==> src/rtl/grid_pkg.sv <==
// Shared defaults, coordinate-width helper and FSM encoding for the grid max/argmax block.
// No logic of its own: no latency, no backpressure.
package grid_pkg;

    localparam int PIX_W_DEF = 24;
    localparam int GRID_DEF  = 8;

    function automatic int coord_w(input int grid);
        return (grid > 1) ? $clog2(grid) : 1;
    endfunction

    localparam int COORD_W_DEF = coord_w(GRID_DEF);

    typedef enum logic [1:0] {
        ST_IDLE   = 2'd0,
        ST_LOAD   = 2'd1,
        ST_SCAN   = 2'd2,
        ST_RESULT = 2'd3
    } state_t;

endpackage

==> src/rtl/row_argmax8.sv <==
// Combinational pairwise max/argmax tree over one grid row; ties resolve to the higher column.
// Latency: zero (pure combinational); backpressure: none.
module row_argmax8 import grid_pkg::*; #(
    parameter  int PIX_W = PIX_W_DEF,
    parameter  int GRID  = GRID_DEF,
    localparam int CW    = coord_w(GRID)
) (
    input  logic [GRID-1:0][PIX_W-1:0] row_pix,
    output logic [PIX_W-1:0]           row_max,
    output logic [CW-1:0]              row_col
);

    always_comb begin : tree
        logic [PIX_W-1:0] v [GRID];
        logic [CW-1:0]    c [GRID];
        for (int i = 0; i < GRID; i++) begin
            v[i] = row_pix[i];
            c[i] = CW'(i);
        end
        // Slot i+s always carries the higher column range, so >= prefers the higher index.
        for (int s = 1; s < GRID; s = s * 2) begin
            for (int i = 0; i < GRID; i = i + 2 * s) begin
                if (v[i+s] >= v[i]) begin
                    v[i] = v[i+s];
                    c[i] = c[i+s];
                end
            end
        end
        row_max = v[0];
        row_col = c[0];
    end

endmodule

==> src/rtl/grid_max_ctrl.sv <==
// Loads a GRIDxGRID pixel grid, scans one row per cycle, reports max value and its (x,y); optional GRID_MAX_THRESH_EN adds i_thresh/o_hit.
// Latency: result valid GRID edges after the final pixel; backpressure: o_ready only in LOAD, result held until i_res_ready.
module grid_max_ctrl import grid_pkg::*; #(
    parameter  int PIX_W = PIX_W_DEF,
    parameter  int GRID  = GRID_DEF,
    localparam int CW    = coord_w(GRID)
) (
    input  logic             i_clk,
    input  logic             i_rst,
    input  logic             i_start,
    input  logic             i_valid,
    input  logic [PIX_W-1:0] i_data,
    output logic             o_ready,
    output logic             o_res_valid,
    input  logic             i_res_ready,
    output logic [PIX_W-1:0] o_max,
    output logic [CW-1:0]    o_max_x,
    output logic [CW-1:0]    o_max_y,
    output logic             o_busy
`ifdef GRID_MAX_THRESH_EN
   ,input  logic [PIX_W-1:0] i_thresh,
    output logic             o_hit
`endif
);

    state_t state_q, state_d;

    logic [CW-1:0]    x_q, y_q, row_q;
    logic [PIX_W-1:0] max_q;
    logic [CW-1:0]    max_x_q, max_y_q;

    logic [GRID-1:0][PIX_W-1:0] buffer [GRID];

    logic             xfer, last_pix, last_row, take_row;
    logic [PIX_W-1:0] row_max;
    logic [CW-1:0]    row_col;

    assign xfer     = i_valid && (state_q == ST_LOAD);
    assign last_pix = xfer && (x_q == CW'(GRID-1)) && (y_q == CW'(GRID-1));
    assign last_row = (state_q == ST_SCAN) && (row_q == CW'(GRID-1));

    always_ff @(posedge i_clk) begin
        if (i_rst) state_q <= ST_IDLE;
        else       state_q <= state_d;
    end

    always_comb begin
        state_d     = state_q;
        o_ready     = 1'b0;
        o_res_valid = 1'b0;
        o_busy      = 1'b1;
        case (state_q)
            ST_IDLE: begin
                o_busy = 1'b0;
                if (i_start) state_d = ST_LOAD;
            end
            ST_LOAD: begin
                o_ready = 1'b1;
                if (last_pix) state_d = ST_SCAN;
            end
            ST_SCAN: begin
                if (last_row) state_d = ST_RESULT;
            end
            ST_RESULT: begin
                o_res_valid = 1'b1;
                if (i_res_ready) state_d = ST_IDLE;
            end
            default: state_d = ST_IDLE;
        endcase
    end

    always_ff @(posedge i_clk) begin
        if (i_rst) begin
            x_q   <= '0;
            y_q   <= '0;
            row_q <= '0;
        end else begin
            if (state_q == ST_IDLE) begin
                x_q <= '0;
                y_q <= '0;
            end else if (xfer) begin
                if (x_q == CW'(GRID-1)) begin
                    x_q <= '0;
                    y_q <= y_q + 1'b1;
                end else begin
                    x_q <= x_q + 1'b1;
                end
            end
            if (state_q == ST_SCAN) row_q <= row_q + 1'b1;
            else                    row_q <= '0;
        end
    end

    always_ff @(posedge i_clk) begin
        if (xfer) buffer[y_q][x_q] <= i_data;
    end

    row_argmax8 #(
        .PIX_W (PIX_W),
        .GRID  (GRID)
    ) u_row_argmax (
        .row_pix (buffer[row_q]),
        .row_max (row_max),
        .row_col (row_col)
    );

    // Strict compare on later rows keeps the earliest row on a cross-row tie.
    assign take_row = (state_q == ST_SCAN) && ((row_q == '0) || (row_max > max_q));

    always_ff @(posedge i_clk) begin
        if (i_rst) begin
            max_q   <= '0;
            max_x_q <= '0;
            max_y_q <= '0;
        end else if (take_row) begin
            max_q   <= row_max;
            max_x_q <= row_col;
            max_y_q <= row_q;
        end
    end

    assign o_max   = max_q;
    assign o_max_x = max_x_q;
    assign o_max_y = max_y_q;

`ifdef GRID_MAX_THRESH_EN
    assign o_hit = !i_rst && (state_q == ST_RESULT) && (max_q > i_thresh);
`endif

endmodule

==> config.mk <==
export PLATFORM = sky130hd
export DESIGN_NAME = grid_max_ctrl
export DESIGN_NICKNAME = d
export VERILOG_FILES = /design/src/rtl/grid_pkg.sv /design/src/rtl/row_argmax8.sv /design/src/rtl/grid_max_ctrl.sv
export SDC_FILE = /design/constraint.sdc
export NUM_CORES = 2
export LEC_CHECK = 0
export CORE_MARGIN = 2
export CORE_UTILIZATION = 25
export CTS_CLUSTER_DIAMETER = 120
export DETAILED_ROUTE_END_ITERATION = 7
export MAX_ROUTING_LAYER = met4
export PLACE_DENSITY = 0.51
export SETUP_SLACK_MARGIN = 0.2
export SLEW_MARGIN = 20
export SYNTH_ARGS = -nofsm -noshare
export SYNTH_HDL_FRONTEND = slang
export SYNTH_HIERARCHICAL = 1
export SYNTH_SLANG_ARGS = --single-unit
==> constraint.sdc <==
create_clock -name i_clk -period 8.7 [get_ports i_clk]
set_clock_uncertainty 0.2 [all_clocks]
set_input_delay 0.87 -clock i_clk [delete_from_list [all_inputs] [get_ports i_clk]]
set_output_delay 0.87 -clock i_clk [all_outputs]
set_load 0.05 [all_outputs]
==> key figures <==
Run status
  • Outcome: complete, but fails checks
  • Failing checks: negative setup slack

Worst hold path
  • Hold crit path type: flip-flop to flip-flop
  • Min-Delay Startpoint: x_q[2]
  • Hold Crit Depth: 2
  • Hold Path End: x_q[2]

Global routing
  • Grt ovf: 0
  • First-pass GRT wire length: approximately 280000 um
  • Initial antenna violation count: 14
  • Largest net degree at the start of global routing: 65
  • Total GRT Usage: 0.147
  • Vias in the first global route: 37400

Setup path
  • Reg-to-reg slack, setup: -0.34 ns
  • CP top delay family: compound AO/OA/AOI/OAI gates
  • Slowest-stage cell, CP: mux4_2
  • R2R Path Start: row_q[0]
  • Worst Path Buf+Inv: 17
  • Critical Path RT: 9.23 ns
  • Most numerous cell on the critical path: buf_12
  • Crit-path max cell delay: 0.49 ns
  • Reg2Reg Capture Point: o_max_x[0]
  • Crit Path Max Fanout: 7
  • WS Path Type: flip-flop to flip-flop
  • Reg2reg path depth: 49
  • Crit end category: flip-flop
  • CP Launch Type: flip-flop
  • Crit path DAT: around 9.6 ns

Power
  • Clock network power share: 0.292
  • Power share of the combinational group: 0.352
  • PD cells: 280 nW/um^2
  • Max VDD drop: around 0.22 mV
  • Sequential Power Share: 0.356
  • Lkg Pwr: 28.8 nW
  • Net Switching: roughly 7.5 mW
  • Sw frac: 0.311
  • Cell Int Power: 16.7 mW

Floorplanning
  • Die Y: 520 um
  • Site row count: 189
  • Starting Density: 0.251
  • DIE WIDTH: 520 um
  • Area of the die: 270000 sq um
  • Core Area: 265000 sq um
  • IO Count: between 60 and 70

Synthesis
  • Sequential cell area fraction in the yosys report: 0.706
  • Number of distinct library cells after synthesis: 62
  • Synth warn: 6
  • Post-synth EDFFs: 1536
  • Main synth FF type: edfxtp_1
  • Post-Synthesis Cell Area: between 60000 and 70000 sq um
  • Synth Area per Inst: 18.8 sq um
  • FFs w/ async S/R, synth: 0
  • Yosys reg bits: 1577
  • Post-synthesis cell count: about 3500
  • Synthesized Nets: around 3800

CTS
  • CTS tree: yes
  • Total clock sinks: 1577
  • Hold_buf cts: 0
  • Root Buffer: clkbuf_16
  • Worst-path clk slew: 0.06 ns
  • CTS Buf Count: approximately 170
  • H-tree depth: 4
  • Clock tree buffer depth: 3
  • Worst skew pair latency: 0.83 ns

Timing
  • Final hold slack: 0.313 ns
  • Unrepaired setup endpoints after global routing: yes
  • Final worst slack: -0.340 ns
  • Setup TNS: -8.65 ns
  • Tmin final: between 9 and 10 ns
  • Final Hold Fails: 0
  • Fin. max-slew vios: 0
  • Worst slew pin tran: 1.06 ns
  • Max frequency: 0.111 GHz
  • Final critical-path share of the clock period: 1.04
  • Relative slew slack: 0.294
  • Final setup vio count: 30

Final layout
  • Fillers: 25433
  • Nets: approximately 4700
  • Non-filler cells, final: 8123
  • Area growth syn-to-layout: 30.2%
  • Area of the multi-input gates: between 20000 and 25000 sq um
  • Fraction of layout cells with a size suffix above 1: 0.449
  • Sequential Area: 47000 sq um
  • Design Area, Final: 86600 sq um

Route
  • Router iterations before antenna repair: 7
  • Routed wire length: about 200000 um
  • 1st-iter DRT viols: between 3000 and 4000
  • Number of routed nets with antenna violations: 0
  • Vias per cell: roughly 4.5
  • Drt wl/cell: 24.5 um
  • DRC viols: 0
  • Routed via count: approximately 37000

Placed design
  • Dpl ws: -1.18 ns
  • Post-DP HPWL: approximately 120000 um
  • Placed insts: between 7000 and 8000
  • Dpl cell area: 76400 sq um
  • Number of port buffers: 61
  • Placer congestion estimate: slightly above 0.9

Run
  • Max-Cap Viols: 0
flip-flops by register name, indices dropped and copies added, names as in the netlist:
register,count
buffer,1536
o_max,24
o_max_x,3
o_max_y,3
row_q,3
x_q,3
y_q,3
state_q,2
worst min-delay path, stage by stage, from the launching register on:
cell	delay, ns
dfxtp_1	0.34
nand2_1	0.07
a21oi_1	0.06
cells by family after synthesis:
kind of cell,share of synthesized area
AOI/OAI and AO/OA,0.0300
xor gates and xnor gates,0.000132
adders and majority gates,0.0382
buffers and inverters,0.0186
DFF,0.706
muxes,0.175
and+or+nand+nor,0.0319
metrics by stage:
step	utilization	power [mW]
6_report	0.327	24.2
5_1_grt	0.327	25.2
4_1_cts	0.317	23.2
3_5_place_dp	0.289	15.2
3_3_place_gp	0.289	15.2
2_1_floorplan	-	12.1
power by group through the flow:
stage,Combinational (mW),Sequential (mW),Clock (mW)
4_1_cts,7.28,8.65,7.25
6_report,8.52,8.63,7.09
5_1_grt,9.07,8.63,7.54
3_5_place_dp,6.38,8.82,0
2_1_floorplan,3.22,8.87,0
3_3_place_gp,6.36,8.81,0
cells in the final DEF (no fill, tap or decap), types with 71 or more instances in the layout:
master	Yosys	final
mux2_4	1	77
nand2_1	171	151
inv_1	130	111
a21oi_1	123	71
buf_4	3	679
mux2_2	215	139
mux4_2	384	384
edfxtp_1	1536	1536
clkbuf_16	0	190
ha_1	203	149
metal layers:
layer	track usage	up-vias	part of all wire
met3	0.0185	271	0.040
met2	0.248	865	0.51
met1	0.188	19480	0.43
met5	-	-	0
li1	-	16199	-
met4	0.0364	0	0.024
layout make-up:
cell class                 instances  share of cell area
tap                             3533              0.0510
clock inverter                   106              0.0109
multi-input combinational       1658               0.237
timing repair buffer             901               0.101
inverter                         132             0.00586
antenna                           10            0.000289
sequential                      1577               0.542
clock buffer                     206              0.0524
Yosys cell counts, types with 4 or more instances:
master,count,area [sq um]
nor2b_1,8,50.1
nor3_1,29,145
o21a_1,4,30.0
buf_2,54,270
o211ai_1,6,45.0
a211o_1,24,210
nor3b_1,4,30.0
mux4_2,384,8650
nor2_1,129,484
buf_1,21,78.8
dfxtp_1,41,821
and3_1,7,43.8
mux2i_1,59,591
a21o_1,22,165
o21ai_0,85,425
nand3_1,62,310
nand4_1,20,125
inv_1,130,488
a2111oi_0,4,35.0
nand2_1,171,642
o2111ai_1,24,210
edfxtp_1,1536,46100
mux2_2,215,2420
o21ai_1,8,40.0
ha_1,203,2540
or3_1,24,150
a21oi_1,123,616
clkbuf_1,84,315
worst max-delay path by stage:
| stage | startpoint | to | slack (ns) | cells after the start |
|---|---|---|---|---|
| after floorplan | row_q[1] | o_max[0] | 0.21 | 41 |
| final | row_q[0] | o_max_x[0] | -0.34 | 49 |
| after detailed placement | row_q[0] | o_max[21] | -1.18 | 44 |
| after global placement | row_q[0] | o_max_x[2] | -1.17 | 44 |
| after CTS | row_q[0] | o_max[21] | -0.15 | 48 |
| after global routing | row_q[0] | o_max[8] | -0.62 | 49 |
repair_timing:
item	4_1_cts	5_1_grt
gates cloned	17	15
pin swaps	41	90
buffers inserted	67	85
setup endpoints to repair	30	30
resized for setup	265	294
(Power assumes the default switching activity.)
